==> src/rtl/bram2rgb.sv <==
// bram2rgb: 640x480@60 raster reader that scales a stored RGB888 frame by SCALE into the top-left of the screen.
module bram2rgb #(
  parameter int H_ACTIVE = 640,
  parameter int H_FP     = 16,
  parameter int H_SYNC   = 96,
  parameter int H_BP     = 48,
  parameter int V_ACTIVE = 480,
  parameter int V_FP     = 10,
  parameter int V_SYNC   = 2,
  parameter int V_BP     = 33,
  parameter int SRC_COLS = 320,
  parameter int SRC_ROWS = 180,
  parameter int SCALE    = 2
) (
  input  logic        pclk,
  input  logic        rst,
  output logic        bram_en,
  output logic [15:0] bram_addr,
  input  logic [23:0] bram_dout,
  output logic        o_Hsync,
  output logic        o_Vsync,
  output logic        vde,
  output logic [7:0]  rgb_r,
  output logic [7:0]  rgb_g,
  output logic [7:0]  rgb_b,
  output logic        start_frame
);
  localparam int H_TOTAL = H_ACTIVE + H_FP + H_SYNC + H_BP;
  localparam int V_TOTAL = V_ACTIVE + V_FP + V_SYNC + V_BP;
  localparam logic [9:0] HA  = 10'(H_ACTIVE);
  localparam logic [9:0] HS0 = 10'(H_ACTIVE + H_FP);
  localparam logic [9:0] HS1 = 10'(H_ACTIVE + H_FP + H_SYNC);
  localparam logic [9:0] HL  = 10'(H_TOTAL - 1);
  localparam logic [9:0] VA  = 10'(V_ACTIVE);
  localparam logic [9:0] VS0 = 10'(V_ACTIVE + V_FP);
  localparam logic [9:0] VS1 = 10'(V_ACTIVE + V_FP + V_SYNC);
  localparam logic [9:0] VL  = 10'(V_TOTAL - 1);
  localparam logic [9:0] IW  = 10'(SRC_COLS * SCALE);
  localparam logic [9:0] IH  = 10'(SRC_ROWS * SCALE);
  localparam logic [15:0] COLS = 16'(SRC_COLS);
  localparam logic [1:0]  SMAX = 2'(SCALE - 1);

  if (SCALE < 1 || SCALE > 4 || SRC_COLS * SCALE > H_ACTIVE || SRC_ROWS * SCALE > V_ACTIVE ||
      SRC_COLS * SRC_ROWS > 65536) begin : g_param_err
    $error("bram2rgb: frame buffer geometry does not fit the raster or the 16-bit address");
  end

  logic [9:0]  h_cnt, v_cnt;
  logic [1:0]  hrep, vrep;
  logic [15:0] src_col, row_base;
  logic [4:0]  d1, d2;
  logic        h_wrap, v_wrap, v_in, inimg;
  logic [4:0]  s0;

  assign h_wrap = h_cnt == HL;
  assign v_wrap = v_cnt == VL;
  assign v_in   = v_cnt < IH;
  assign inimg  = h_cnt < IW && v_in;
  assign s0 = {inimg, h_cnt == '0 && v_cnt == '0, v_cnt >= VS0 && v_cnt < VS1,
               h_cnt >= HS0 && h_cnt < HS1, h_cnt < HA && v_cnt < VA};

  always_ff @(posedge pclk or posedge rst)
    if (rst) begin
      h_cnt <= '0;
      v_cnt <= '0;
    end else begin
      h_cnt <= h_wrap ? '0 : h_cnt + 10'd1;
      if (h_wrap) v_cnt <= v_wrap ? '0 : v_cnt + 10'd1;
    end

  // Replicate counters stand in for division: src pixel = row_base + src_col.
  always_ff @(posedge pclk or posedge rst)
    if (rst) begin
      hrep     <= '0;
      vrep     <= '0;
      src_col  <= '0;
      row_base <= '0;
    end else begin
      if (h_wrap) begin
        hrep    <= '0;
        src_col <= '0;
      end else if (inimg) begin
        hrep    <= hrep == SMAX ? '0 : hrep + 2'd1;
        src_col <= hrep == SMAX ? src_col + 16'd1 : src_col;
      end
      if (h_wrap && v_wrap) begin
        vrep     <= '0;
        row_base <= '0;
      end else if (h_wrap && v_in) begin
        vrep     <= vrep == SMAX ? '0 : vrep + 2'd1;
        row_base <= vrep == SMAX ? row_base + COLS : row_base;
      end
    end

  always_ff @(posedge pclk or posedge rst)
    if (rst) begin
      bram_en     <= 1'b0;
      bram_addr   <= '0;
      d1          <= '0;
      d2          <= '0;
      vde         <= 1'b0;
      o_Hsync     <= 1'b1;
      o_Vsync     <= 1'b1;
      start_frame <= 1'b0;
      {rgb_r, rgb_g, rgb_b} <= '0;
    end else begin
      bram_en     <= inimg;
      bram_addr   <= inimg ? row_base + src_col : bram_addr;
      d1          <= s0;
      d2          <= d1;
      vde         <= d2[0];
      o_Hsync     <= ~d2[1];
      o_Vsync     <= ~d2[2];
      start_frame <= d2[3];
      {rgb_r, rgb_g, rgb_b} <= d2[4] ? bram_dout : '0;
    end
endmodule

==> config.mk <==
export PLATFORM = sky130hd
export DESIGN_NAME = bram2rgb
export DESIGN_NICKNAME = d
export VERILOG_FILES = /design/src/rtl/bram2rgb.sv
export SDC_FILE = /design/constraint.sdc
export NUM_CORES = 1
export LEC_CHECK = 0
export CORE_MARGIN = 1
export CORE_UTILIZATION = 57
export DETAILED_ROUTE_END_ITERATION = 8
export DONT_BUFFER_PORTS = 1
export GPL_TIMING_DRIVEN = 0
export PLACE_DENSITY = 0.79
export SKIP_LAST_GASP = 1
export SYNTH_ARGS = -nofsm -noshare
export SYNTH_HDL_FRONTEND = slang
export SYNTH_SLANG_ARGS = --single-unit
==> constraint.sdc <==
create_clock -name pclk -period 3.45 [get_ports pclk]
set_clock_uncertainty 0.1 [all_clocks]
set_input_delay 0.5175 -clock pclk [delete_from_list [all_inputs] [get_ports pclk]]
set_output_delay 0.5175 -clock pclk [all_outputs]
set_load 0.02 [all_outputs]
Word-level counts from Yosys, hierarchy flattened
Index checks and enable logic that the tools add are counted.
- divide/modulo/power cells: 0
- shift operators: 0
- multiplexer cells: 15
- $lt $le $gt $ge: 7
- $add $sub $neg: 7
- bitwise operators: 2
- equality and inequality tests: 4
- reductions and logical operators: 15
- multipliers: 0
- operators by type and width (kind ; number):
    16-bit 2-to-1 mux ; 6
    10-bit by 9-bit less-than comparator with 1-bit output, second input constant ; 3
    24-bit 2-to-1 mux ; 1
    10-bit by 1-bit adder with 10-bit output, second input constant ; 2
    10-bit equality test, second input constant ; 2
    10-bit logical NOT ; 2
    10-bit less-than comparator, second input constant ; 2
    10-bit 2-to-1 mux ; 2
    16-bit by 1-bit adder with 16-bit output, second input constant ; 1
    16-bit adder ; 1
    16-bit by 9-bit adder with 16-bit output, second input constant ; 1
    2-bit 2-to-1 mux ; 6
    10-bit greater-or-equal comparator, second input constant ; 1
    10-bit by 9-bit greater-or-equal comparator with 1-bit output, second input constant ; 1
    2-bit nonzero test ; 4
    1-bit logical AND ; 7
    2-bit by 1-bit adder with 2-bit output, second input constant ; 2
    2-bit by 1-bit equality test with 1-bit output, second input constant ; 2
    2-bit AND reduction ; 2
    1-bit NOT ; 2
- output and inout port bits: 45
- bits of input ports: 26
- ROM bits: 0
- memories: 0
- bits in latches: 0
- word-level logic and storage cells: 67
- bits in writable memories: 0
- register bits after elaboration: 111

Logic depth before layout (Yosys ltp)
Gate-level depths: netlist of the first run.
- word-level depth: 4
- mapped depth: 8
- gate-level depth less buffers: 7

Worst setup path after synthesis of the first run
No wires, ideal clock.
- kind: register -> register
- start point: reg v_cnt[1]
- end point: reg v_cnt[9]
- cell stages (with the launch flop): 9
- data required time: 3.214 ns
- buffers on the path: 1
- data arrival time: 1.878 ns
- slack: 1.336 ns
- period minus slack after synthesis: 2.114 ns
- library setup time: 0.136 ns
- cells stage by stage: dfrtp_1 inv_1 ha_1 or4b_1 nor4_4 nand2_1 buf_2 o211ai_1 o31ai_1
- cells in the longest elaborated chain, start to end: 2
- elaborated cells on any way between the ends: 3
- classes of those cells: 1 x add/sub; 1 x eq/ne; 1 x mux
- ends and longest elaborated chain (item ; RTL line ; RTL):
    start: declaration ; 48 ; logic [9:0] h_cnt, v_cnt;
    start signal: assignment ; 68 ; if (h_wrap) v_cnt <= v_wrap ? '0 : v_cnt + 10'd1;
    10-bit by 1-bit adder with 10-bit output / 10-bit equality test (equally long branches) ; 68, 56 ;
    10-bit 2-to-1 mux * ; 68 ;
Every way passes the cells marked *; elsewhere a longest branch is shown, timed or not.
A chain may end at the register's enable or synchronous reset.

Final worst setup path of the first run
Ends and elaborated chain as after synthesis.

==> results by group, run 1 <==
Drt
  • Routed WL: 8.79 mm
  • Via Count: 3283
  • Pre-antenna DRT Iters: 5
  • DR WL/cell: 15.9 um
  • Routed wl met2: 4.18 mm
  • DR WL met3: 526 um
  • Routed Antenna Nets: 0
  • Max Used Layer: met4
  • Via density: 5.93
  • WL met1: 3.91 mm
  • Initial DRC Count: 211
  • Detailed-route DRC error count: 0

STA
  • Unrepaired setup endpoints after global routing: false
  • Period Utilization, post-route: 0.711
  • Fin Setup TNS: 0 ps
  • Final Max Slew Viols: 0
  • Worst-margin pin slew: 509 ps
  • Max_slew headroom: 0.658
  • Setup ws final: 998 ps
  • Final Hold Vio Count: 0
  • Post-layout min period: 2450 ps
  • Final setup viols: 0
  • Fmax: 408 MHz

Synthesis
  • Commonest register cell after synthesis: dfrtp_1
  • Count of cell types in the netlist: 53
  • Number of synthesized register bits: 104
  • Cell area after synthesis: 4700 um2
  • Warnings from Yosys: 0
  • Net Count, Synth: 475
  • Sequential fraction of the synthesis area: 0.554
  • Post-Syn Instances: 434
  • FFs w/ async S/R, synth: 1.00
  • Post-synth EDFFs: 0
  • Mean Syn Cell Area: 10.8 um2

Clock network
  • Clock insertion delay at the later pin of the skew report: 370 ps
  • Post-CTS Resized: 0
  • Max H-tree Level: 3
  • Hold-fix buffers, CTS: 1
  • # clock sinks: 104
  • Max Root-Sink Buffers: 2
  • Clk Tree Root Cell: clkbuf_8
  • Setup Buffers After CTS: 0
  • CTS tree: done
  • CTS buffer count: 9
  • Clk slew on worst S/H paths: 110 ps

Critical path
  • Worst EP arrival: 2600 ps
  • R2R Path Start: v_cnt[1]$_DFFE_PP0N_
  • Startpoint Class: register
  • Required time worst endpoint: 3590 ps
  • Crit Path Max Fanout: 10
  • Slowest CP cell: or4b_1
  • Critical path endpoint: v_cnt[9]$_DFFE_PP0N_
  • Crit path capture type: register
  • Worst Reg-to-Reg Cells: 8
  • Crit-path cells: inv_1 -> ha_1 -> or4b_1 -> nor4_4 -> nand2_1 -> buf_2 -> o211ai_1 -> o31ai_1
  • Setup crit start: v_cnt[1]$_DFFE_PP0N_
  • CP peak stage delay: 500 ps
  • R2r endpoint: v_cnt[9]$_DFFE_PP0N_
  • Setup CP Type: register to register
  • Reg2reg setup slack: 1000 ps

Placed design
  • Place WS: 996 ps
  • Routability Congestion: 0.834
  • Port bufs: 0
  • DP Wirelength: 6.14 mm
  • Post-DP Area: 4860 um2
  • Placed cell count: 537

Cells and area
  • Final nets: 488
  • Sequential Area: 2610 um2
  • Most frequent cells in the layout: dfrtp_1, nand2_1, and2_1, nor2_1, o21ai_0
  • Commonest non-fill, non-tap cell in the layout: dfrtp_1
  • Area of the multi-input gates: 1990 um2
  • Final Cell Area: 5060 um2
  • # fillers: 623
  • Share of cells above drive strength 1: 0.0951
  • # diodes: 0
  • Synth-to-Final Area Change: 7.67%
  • Post-Layout Cell Count: 554

Floorplanning
  • Die height: 92.8 um
  • Die W: 92.8 um
  • Initial Util: 0.599
  • Core area: 7850 um2
  • Row count: 32
  • Die area: 8610 um2
  • Io pins: 71

Power
  • PD cells: 402 nW/um2
  • Max VDD drop: 199 uV
  • P_leak: 0.00223 uW
  • Final Power: 2030 uW

GRT
  • GRT Total Usage: 0.224
  • Total grt overflow: 0
  • Largest net degree at the start of global routing: 68
  • Initial antenna violation count: 0
  • Vias in the first global route: 3229
  • First-pass GRT wire length: 15.2 mm

Run
  • Max-cap violation count: 0

Hold path
  • Worst min path class: primary input to register

Status
  • Status: finished clean
routing by layer:
layer | up-vias | track usage
met5 | - | 0
met4 | 0 | 0.0808
met3 | 19 | 0.0517
met2 | 103 | 0.363
met1 | 1591 | 0.293
li1 | 1570 | -
per-stage QoR:
step,hold slack (ps),util
after floorplan,231,-
final,172,0.645
after global placement,234,0.615
after CTS,161,0.645
after detailed placement,235,0.619
after global routing,149,0.645
synth_stat cells, types with 2 or more instances:
library cell | number | area share
and3_1 | 3 | 0.0040
a211oi_1 | 2 | 0.0032
a21oi_1 | 9 | 0.0096
o21ai_0 | 21 | 0.022
nand4_1 | 10 | 0.013
nand2b_1 | 3 | 0.0040
nor4_4 | 2 | 0.0090
o211ai_1 | 11 | 0.018
buf_2 | 6 | 0.0064
o21bai_1 | 3 | 0.0048
nor2b_1 | 4 | 0.0053
and4_1 | 2 | 0.0037
or4_1 | 10 | 0.016
a31oi_1 | 2 | 0.0027
nor2_1 | 24 | 0.019
ha_1 | 15 | 0.040
and2_1 | 27 | 0.036
nor4_1 | 6 | 0.0080
o21a_1 | 5 | 0.0080
dfstp_2 | 2 | 0.011
xnor2_1 | 12 | 0.022
o41ai_1 | 3 | 0.0056
mux2i_1 | 2 | 0.0043
or3_1 | 3 | 0.0040
xor2_1 | 14 | 0.026
clkbuf_1 | 7 | 0.0056
nor3_1 | 11 | 0.012
nand4b_1 | 2 | 0.0037
nand2_1 | 47 | 0.038
inv_1 | 11 | 0.0088
o31ai_1 | 8 | 0.013
nand3_1 | 18 | 0.019
nand3_2 | 3 | 0.0064
mux2_2 | 6 | 0.014
dfrtp_1 | 102 | 0.54
final cells by class:
type | count | share of cell area
inverters | 12 | 0.00939
flip-flops and latches | 104 | 0.515
clock inverters | 7 | 0.0136
repair buffers | 2 | 0.00742
well taps | 102 | 0.0252
multi-input cells | 303 | 0.392
clock buffers | 9 | 0.0245
plain buffers | 15 | 0.0129
power by group:
group	leakage [uW]	internal, uW	switching, uW
clock	0.000100	286	452
sequential	0.00133	1230	24.0
combinational	0.000801	11.6	26.6
total	0.00223	1530	503
critical path, delay by kind of cell, from the launching register on:
| kind | cells | cell delay [ps] |
|---|---|---|
| simple gates | 3 | 1090 |
| flops | 1 | 430 |
| compound gates | 2 | 200 |
| buf+inv | 2 | 360 |
| fa+ha+maj | 1 | 150 |
how the worst min path moves through the flow:
| stage | startpoint | endpoint | slack, ps | cells past startpoint |
|---|---|---|---|---|
| global placement | d1[2]$_DFF_PP0_ | d2[2]$_DFF_PP0_ | 230 | 0 |
| global route | bram_dout[5] | rgb_b[5]$_DFF_PP0_ | 150 | 1 |
| detailed placement | d1[1]$_DFF_PP0_ | d2[1]$_DFF_PP0_ | 230 | 0 |
| CTS | bram_dout[8] | rgb_g[0]$_DFF_PP0_ | 160 | 1 |
| floorplan | d1[0]$_DFF_PP0_ | d2[0]$_DFF_PP0_ | 230 | 0 |
| finish | bram_dout[8] | rgb_g[0]$_DFF_PP0_ | 170 | 1 |
sequential cells by signal, summed over array words and instances, names as in the netlist:
signal	flops
d2	5
row_base	10
hrep	2
rgb_b	8
bram_addr	16
d1	4
start_frame	1
bram_en	1
o_Vsync	1
vde	1
vrep	2
h_cnt	10
rgb_g	8
o_Hsync	1
rgb_r	8
v_cnt	10
src_col	16
logic make-up (layout without fill, tap and decap cells):
kind of cell,count (synthesis),count (layout),share of synthesized area
AND/OR/NAND/NOR,181,181,0.213
flip-flops,104,104,0.554
AO/OA/AOI/OAI,73,73,0.102
buffers and inverters,27,45,0.0234
XOR/XNOR,26,26,0.0484
adder cells (fa/ha/maj),15,15,0.0399
multiplexers,8,8,0.0186
No activity file was read; power rests on OpenSTA's default activity.
==> run 2: changes to the inputs <==
==> constraint.sdc (replaced) <==
create_clock -name pclk -period 2.2 [get_ports pclk]
set_clock_uncertainty 0.1 [all_clocks]
set_input_delay 0.33 -clock pclk [delete_from_list [all_inputs] [get_ports pclk]]
set_output_delay 0.33 -clock pclk [all_outputs]
set_load 0.02 [all_outputs]
==> results by group, run 2 (synthesis results as in run 1) <==
Status
  • Status: finished clean

Floorplanning
  • Initial Util: 0.599 (unchanged)
  • Row count: 32 (unchanged)
  • Die W: 92.8 um (unchanged)
  • Die height: 92.8 um (unchanged)
  • Die area: 8610 um2 (unchanged)
  • Io pins: 71 (unchanged)
  • Core area: 7850 um2 (unchanged)

Placed design
  • Place WS: -219 ps (-1220 ps)
  • Routability Congestion: 0.921 (+10%)
  • Port bufs: 0 (unchanged)
  • DP Wirelength: 6.49 mm (+5.7%)

Clock network
  • CTS tree: done
  • CTS buffer count: 9 (unchanged)
  • Clock insertion delay at the later pin of the skew report: 380 ps (about the same)
  • Max H-tree Level: 3 (unchanged)
  • Clk slew on worst S/H paths: 120 ps (about the same)
  • # clock sinks: 104 (unchanged)
  • Max Root-Sink Buffers: 2 (unchanged)
  • Clk Tree Root Cell: clkbuf_8

Cells and area
  • Synth-to-Final Area Change: 19.4%
  • Most frequent cells in the layout: dfrtp_1, nand2_1, and2_1, dlygate4sd3_1, nor2_1
  • # diodes: 0 (unchanged)
  • Commonest non-fill, non-tap cell in the layout: dfrtp_1
  • Regs by FF count: bram_addr (16), src_col (16)
  • Share of cells above drive strength 1: 0.171 (+0.0759)
  • Final nets: 533 (+9.2%)

GRT
  • Total grt overflow: 0 (unchanged)
  • Initial antenna violation count: 0 (unchanged)
  • Largest net degree at the start of global routing: 45 (-34%)
  • First-pass GRT wire length: 17.1 mm (+13%)
  • GRT Total Usage: 0.258 (+0.0341)
  • Vias in the first global route: 3472 (+7.5%)

Power
  • Seq pwr share: 0.601 (-0.017)
  • Clock network power share: 0.369 (+0.006)
  • Combinational Power Share: 0.030 (+0.011)
  • PD cells: 585 nW/um2 (+46%)
  • Net Sw Frac: 0.257 (+0.0102)
  • Internal: 2440 uW (+59%)
  • P_leak: 0.00247 uW (+11%)
  • Max VDD drop: 302 uV (+52%)
  • Net switching power: 845 uW (+68%)

Drt
  • Via density: 5.99 (+1.1%)
  • Routed WL: 10.7 mm (+22%)
  • Detailed-route DRC error count: 0 (unchanged)
  • Via Count: 3588 (+9.3%)
  • Initial DRC Count: 240 (+14%)
  • Pre-antenna DRT Iters: 5 (unchanged)
  • DR WL/cell: 17.9 um (+13%)
  • Routed Antenna Nets: 0 (unchanged)

STA
  • Post-layout min period: 2160 ps (-296 ps)
  • Period Utilization, post-route: 0.980 (+0.269)
  • Fmax: 464 MHz (+14%)
  • Max_slew headroom: 0.537 (-0.121)
  • Final Hold Vio Count: 0 (unchanged)
  • Setup ws final: 43.9 ps (-954 ps)
  • Worst hold slack: 258 ps (+86.0 ps)
  • Worst-margin pin slew: 687 ps (+178 ps)
  • Final Max Slew Viols: 0 (unchanged)
  • Final setup viols: 0 (unchanged)

Critical path
  • Crit-path cells: ha_4 -> nand3_4 -> nor4_4 -> nand4_4 -> or4_1 -> nand2_1
  • Setup CP Type: register to register
  • Crit path capture type: register
  • Worst EP arrival: 2380 ps (-220 ps)
  • Startpoint Class: register
  • Required time worst endpoint: 2430 ps (-1160 ps)
  • Crit Path Max Fanout: 8 (-2)
  • CP peak stage delay: 560 ps (+60 ps)
  • Slowest CP cell: or4_1

Run
  • Max-cap violation count: 0 (unchanged)

Hold path
  • Worst min path class: register to register
[run 2: changes by cell type in the layout (fill, tap and decap cells not counted), sizes merged]
cell | previous run | this run
buf | 8 | 30
clkbuf | 17 | 16
clkinv | 3 | 6
clkinvlp | 0 | 1
dlygate4sd3 | 1 | 25
inv | 16 | 12
[run 2: repair_timing]
| item | CTS | global route |
|---|---|---|
| setup buffers | 7 | 13 |
| endpoints found under the setup margin | 24 | 22 |
| cloned | 0 | 1 |
| pin swaps | 3 | 9 |
| gates resized for setup | 8 | 27 |
| hold buffers | 25 | 0 |
| endpoints found under the hold margin | 48 | 0 |
[run 2: stage by stage]
stage / cells / power [uW] / TNS (ps) / utilization / instance area [um2]
floorplan: 434 / 2050 / 0 / - / 4700
global placement: 536 / 2060 / -1450 / 0.616 / 4830
detailed placement: 538 / 2070 / -2460 / 0.621 / 4870
CTS: 586 / 3290 / -5.38 / 0.689 / 5410
global route: 599 / 3400 / -145 / 0.715 / 5610
finish: 599 / 3280 / 0 / 0.715 / 5610
[run 2: final timing paths]
kind	from	to	slack [ps]	depth (start not counted)
max	h_cnt[1]$_DFF_PP0_	row_base[10]$_DFFE_PP0P_	40	6
min	d1[2]$_DFF_PP0_	d2[2]$_DFF_PP0_	260	0
max reg2reg	h_cnt[1]$_DFF_PP0_	row_base[10]$_DFFE_PP0P_	40	6
min reg2reg	d1[2]$_DFF_PP0_	d2[2]$_DFF_PP0_	260	0
max in group asynchronous	rst	o_Hsync$_DFF_PP1_	710	4
min in group asynchronous	rst	bram_addr[9]$_DFFE_PP0P_	380	2
[run 2: cell type report]
type | count | area, um2
multi-input combinational | 303 | 2100
sequential | 104 | 2610
fill | 531 | 2230
inverter | 12 | 48.8
clock buffer | 9 | 124
buffer | 14 | 78.8
tap | 102 | 128
timing repair buffer | 48 | 445
clock inverter | 7 | 86.3
[run 2: routing by layer]
| layer | track usage | routed length, um |
|---|---|---|
| met1 | 0.331 | 4410 |
| met2 | 0.434 | 5370 |
| met3 | 0.0468 | 675 |
| met4 | 0.0987 | 274 |
| met5 | 0 | 0 |
[run 2: critical path: cells and delay by family (launching register included)]
kind	cells	cell delay, ps
simple gates	5	1380
flops	1	440
fa+ha+maj	1	180
[run 2: power by group through the flow]
stage               clock [uW]  sequential, uW  combinational [uW]
finish                    1210            1970                99.4
global route              1310            1980                 112
CTS                       1220            1970                99.5
detailed placement           0            2010                64.3
global placement             0            2010                52.2
floorplan                    0            2010                43.0
==> run 3: changes to the inputs <==
--- a/config.mk
+++ b/config.mk
@@ -5,6 +5,7 @@
 export SDC_FILE = /design/constraint.sdc
 export NUM_CORES = 1
 export LEC_CHECK = 0
+export CORE_ASPECT_RATIO = 1.1
 export CORE_MARGIN = 1
 export CORE_UTILIZATION = 57
 export DETAILED_ROUTE_END_ITERATION = 8
==> results by group, run 3 (synthesis results as in run 1) <==
Floorplanning
  • Die height: 97.2 um (+4.8%)
  • Die W: 88.6 um (-4.6%)
  • Initial Util: 0.591 (-0.00810)
  • Core area: 7960 um2 (+1.4%)
  • Die area: 8610 um2 (about the same)
  • Io pins: 71 (unchanged)
  • Row count: 34 (+6.3%)

Power
  • PD cells: 590 nW/um2 (+0.98%)
  • Max VDD drop: 291 uV (-3.5%)
  • P_leak: 0.00244 uW (-1.4%)

Clock network
  • Clock insertion delay at the later pin of the skew report: 390 ps (about the same)
  • CTS buffer count: 9 (unchanged)
  • Max Root-Sink Buffers: 2 (unchanged)
  • CTS tree: done
  • Clk slew on worst S/H paths: 120 ps (about the same)
  • Max H-tree Level: 3 (unchanged)
  • # clock sinks: 104 (unchanged)
  • Clk Tree Root Cell: clkbuf_8

STA
  • Final setup viols: 0 (unchanged)
  • Unrepaired setup endpoints after global routing: true
  • Fin Setup TNS: 0 ps (unchanged)
  • Period Utilization, post-route: 0.977 (-0.00283)
  • Worst hold slack: 242 ps (-16.0 ps)
  • Worst-margin pin slew: 543 ps (-143 ps)
  • Setup ws final: 50.1 ps (+6.23 ps)
  • Final Hold Vio Count: 0 (unchanged)
  • Post-layout min period: 2150 ps (-6.23 ps)
  • Fmax: 465 MHz (+0.29%)
  • Max_slew headroom: 0.637 (+0.0996)
  • Final Max Slew Viols: 0 (unchanged)

Critical path
  • Setup crit start: v_cnt[0]$_DFFE_PP0N_
  • Crit Path Max Fanout: 4 (-4)
  • Worst EP arrival: 2310 ps (-70 ps)
  • Setup CP Type: register to register
  • Worst Reg-to-Reg Cells: 9 (+3)
  • R2r endpoint: vrep[0]$_DFFE_PP0P_
  • R2R Path Start: v_cnt[0]$_DFFE_PP0N_
  • Required time worst endpoint: 2360 ps (-70 ps)
  • Crit path capture type: register
  • Startpoint Class: register
  • Reg2reg setup slack: 50 ps (about the same)

GRT
  • Largest net degree at the start of global routing: 29 (-36%)
  • GRT Total Usage: 0.243 (-0.0144)
  • Total grt overflow: 0 (unchanged)
  • First-pass GRT wire length: 16.0 mm (-6.2%)
  • Vias in the first global route: 3529 (+1.6%)
  • Initial antenna violation count: 0 (unchanged)

Drt
  • Routed Antenna Nets: 0 (unchanged)
  • Via density: 5.86 (-2.2%)
  • Routed WL: 10.0 mm (-6.6%)
  • Detailed-route DRC error count: 0 (unchanged)
  • Pre-antenna DRT Iters: 4 (-1)
  • DR WL/cell: 16.6 um (-7.1%)
  • Initial DRC Count: 182 (-24%)
  • Via Count: 3526 (-1.7%)

Hold path
  • Hold Path Origin: d2[2]$_DFF_PP0_
  • Hold Path Cell Cnt: 1 (+1)
  • Min-Delay Endpoint: o_Vsync$_DFF_PP1_
  • Worst min path class: register to register

Run
  • Max-cap violation count: 0 (unchanged)

Cells and area
  • # diodes: 0 (unchanged)
  • Synth-to-Final Area Change: 18.9%
  • Share of cells above drive strength 1: 0.156 (-0.0152)
  • Final Core Density: 0.702 (-0.0130)
  • Most frequent cells in the layout: dfrtp_1, nand2_1, and2_1, dlygate4sd3_1, nor2_1
  • Regs by FF count: bram_addr (16), src_col (16)
  • Final nets: 530 (-0.56%)
  • Post-Layout Cell Count: 602 (+0.50%)
  • Commonest non-fill, non-tap cell in the layout: dfrtp_1

Placed design
  • Placed cell count: 545 (+1.3%)
  • Place WS: -253 ps (-34.2 ps)
  • Port bufs: 0 (unchanged)
  • Routability Congestion: 0.881 (-4.3%)
  • DP Wirelength: 6.57 mm (+1.3%)

Status
  • Status: finished clean
[run 3: cell count changes in the layout (fill, tap and decap cells not counted), sizes merged]
cell    before  now
buf         30   28
clkbuf      16   15
clkinv       6    3
inv         12   15
[run 3: timing repair]
action                                  CTS  global route
endpoints found under the setup margin   24            22
pin swaps                                 3             6
hold endpoints to repair                 47             0
setup buffers                             6            11
resized for setup                         7            17
hold buffers                             25             0
[run 3: layer usage]
metal  vias up  GRT usage  wire length, um
met5         -          0                0
met1      1766      0.291             4200
met3        14     0.0510              425
met2        99      0.416             5240
li1       1647          -                -
met4         0      0.104              156
[run 3: layout make-up]
class,count,area [um2]
Buffer,14,66.3
Clock buffer,9,124
Sequential cell,104,2610
Timing Repair Buffer,45,438
Fill cell,575,2370
Multi-Input combinational cell,303,2090
Tap cell,108,135
Clock inverter,7,81.3
Inverter,12,48.8
[run 3: critical path, cell delays in order, from the launching register on]
cell and delay (ps):
dfrtp_1 440, inv_2 100, ha_1 140, or4b_4 480
nor4_4 210, buf_4 170, buf_4 100, a21oi_1 30
o21ai_0 160, o41ai_1 90
[run 3: worst max-delay path by stage]
stage,endpoint,depth (start not counted)
global route,vrep[0]$_DFFE_PP0P_,9
floorplan,v_cnt[9]$_DFFE_PP0N_,8
finish,vrep[0]$_DFFE_PP0P_,9
global placement,v_cnt[9]$_DFFE_PP0N_,8
CTS,v_cnt[9]$_DFFE_PP0N_,8
detailed placement,v_cnt[9]$_DFFE_PP0N_,8
[run 3: report_power, final]
group	total [uW]	internal, uW	switching (uW)
sequential	1970	1930	38.6
clock	1220	459	765
combinational	103	51.8	51.5
total	3300	2440	855
[run 3: per-stage QoR]
step	instance area, um2	power, uW
global placement	4840	2060
detailed placement	4900	2080
finish	5590	3300
CTS	5420	3310
floorplan	4700	2050
global route	5590	3420
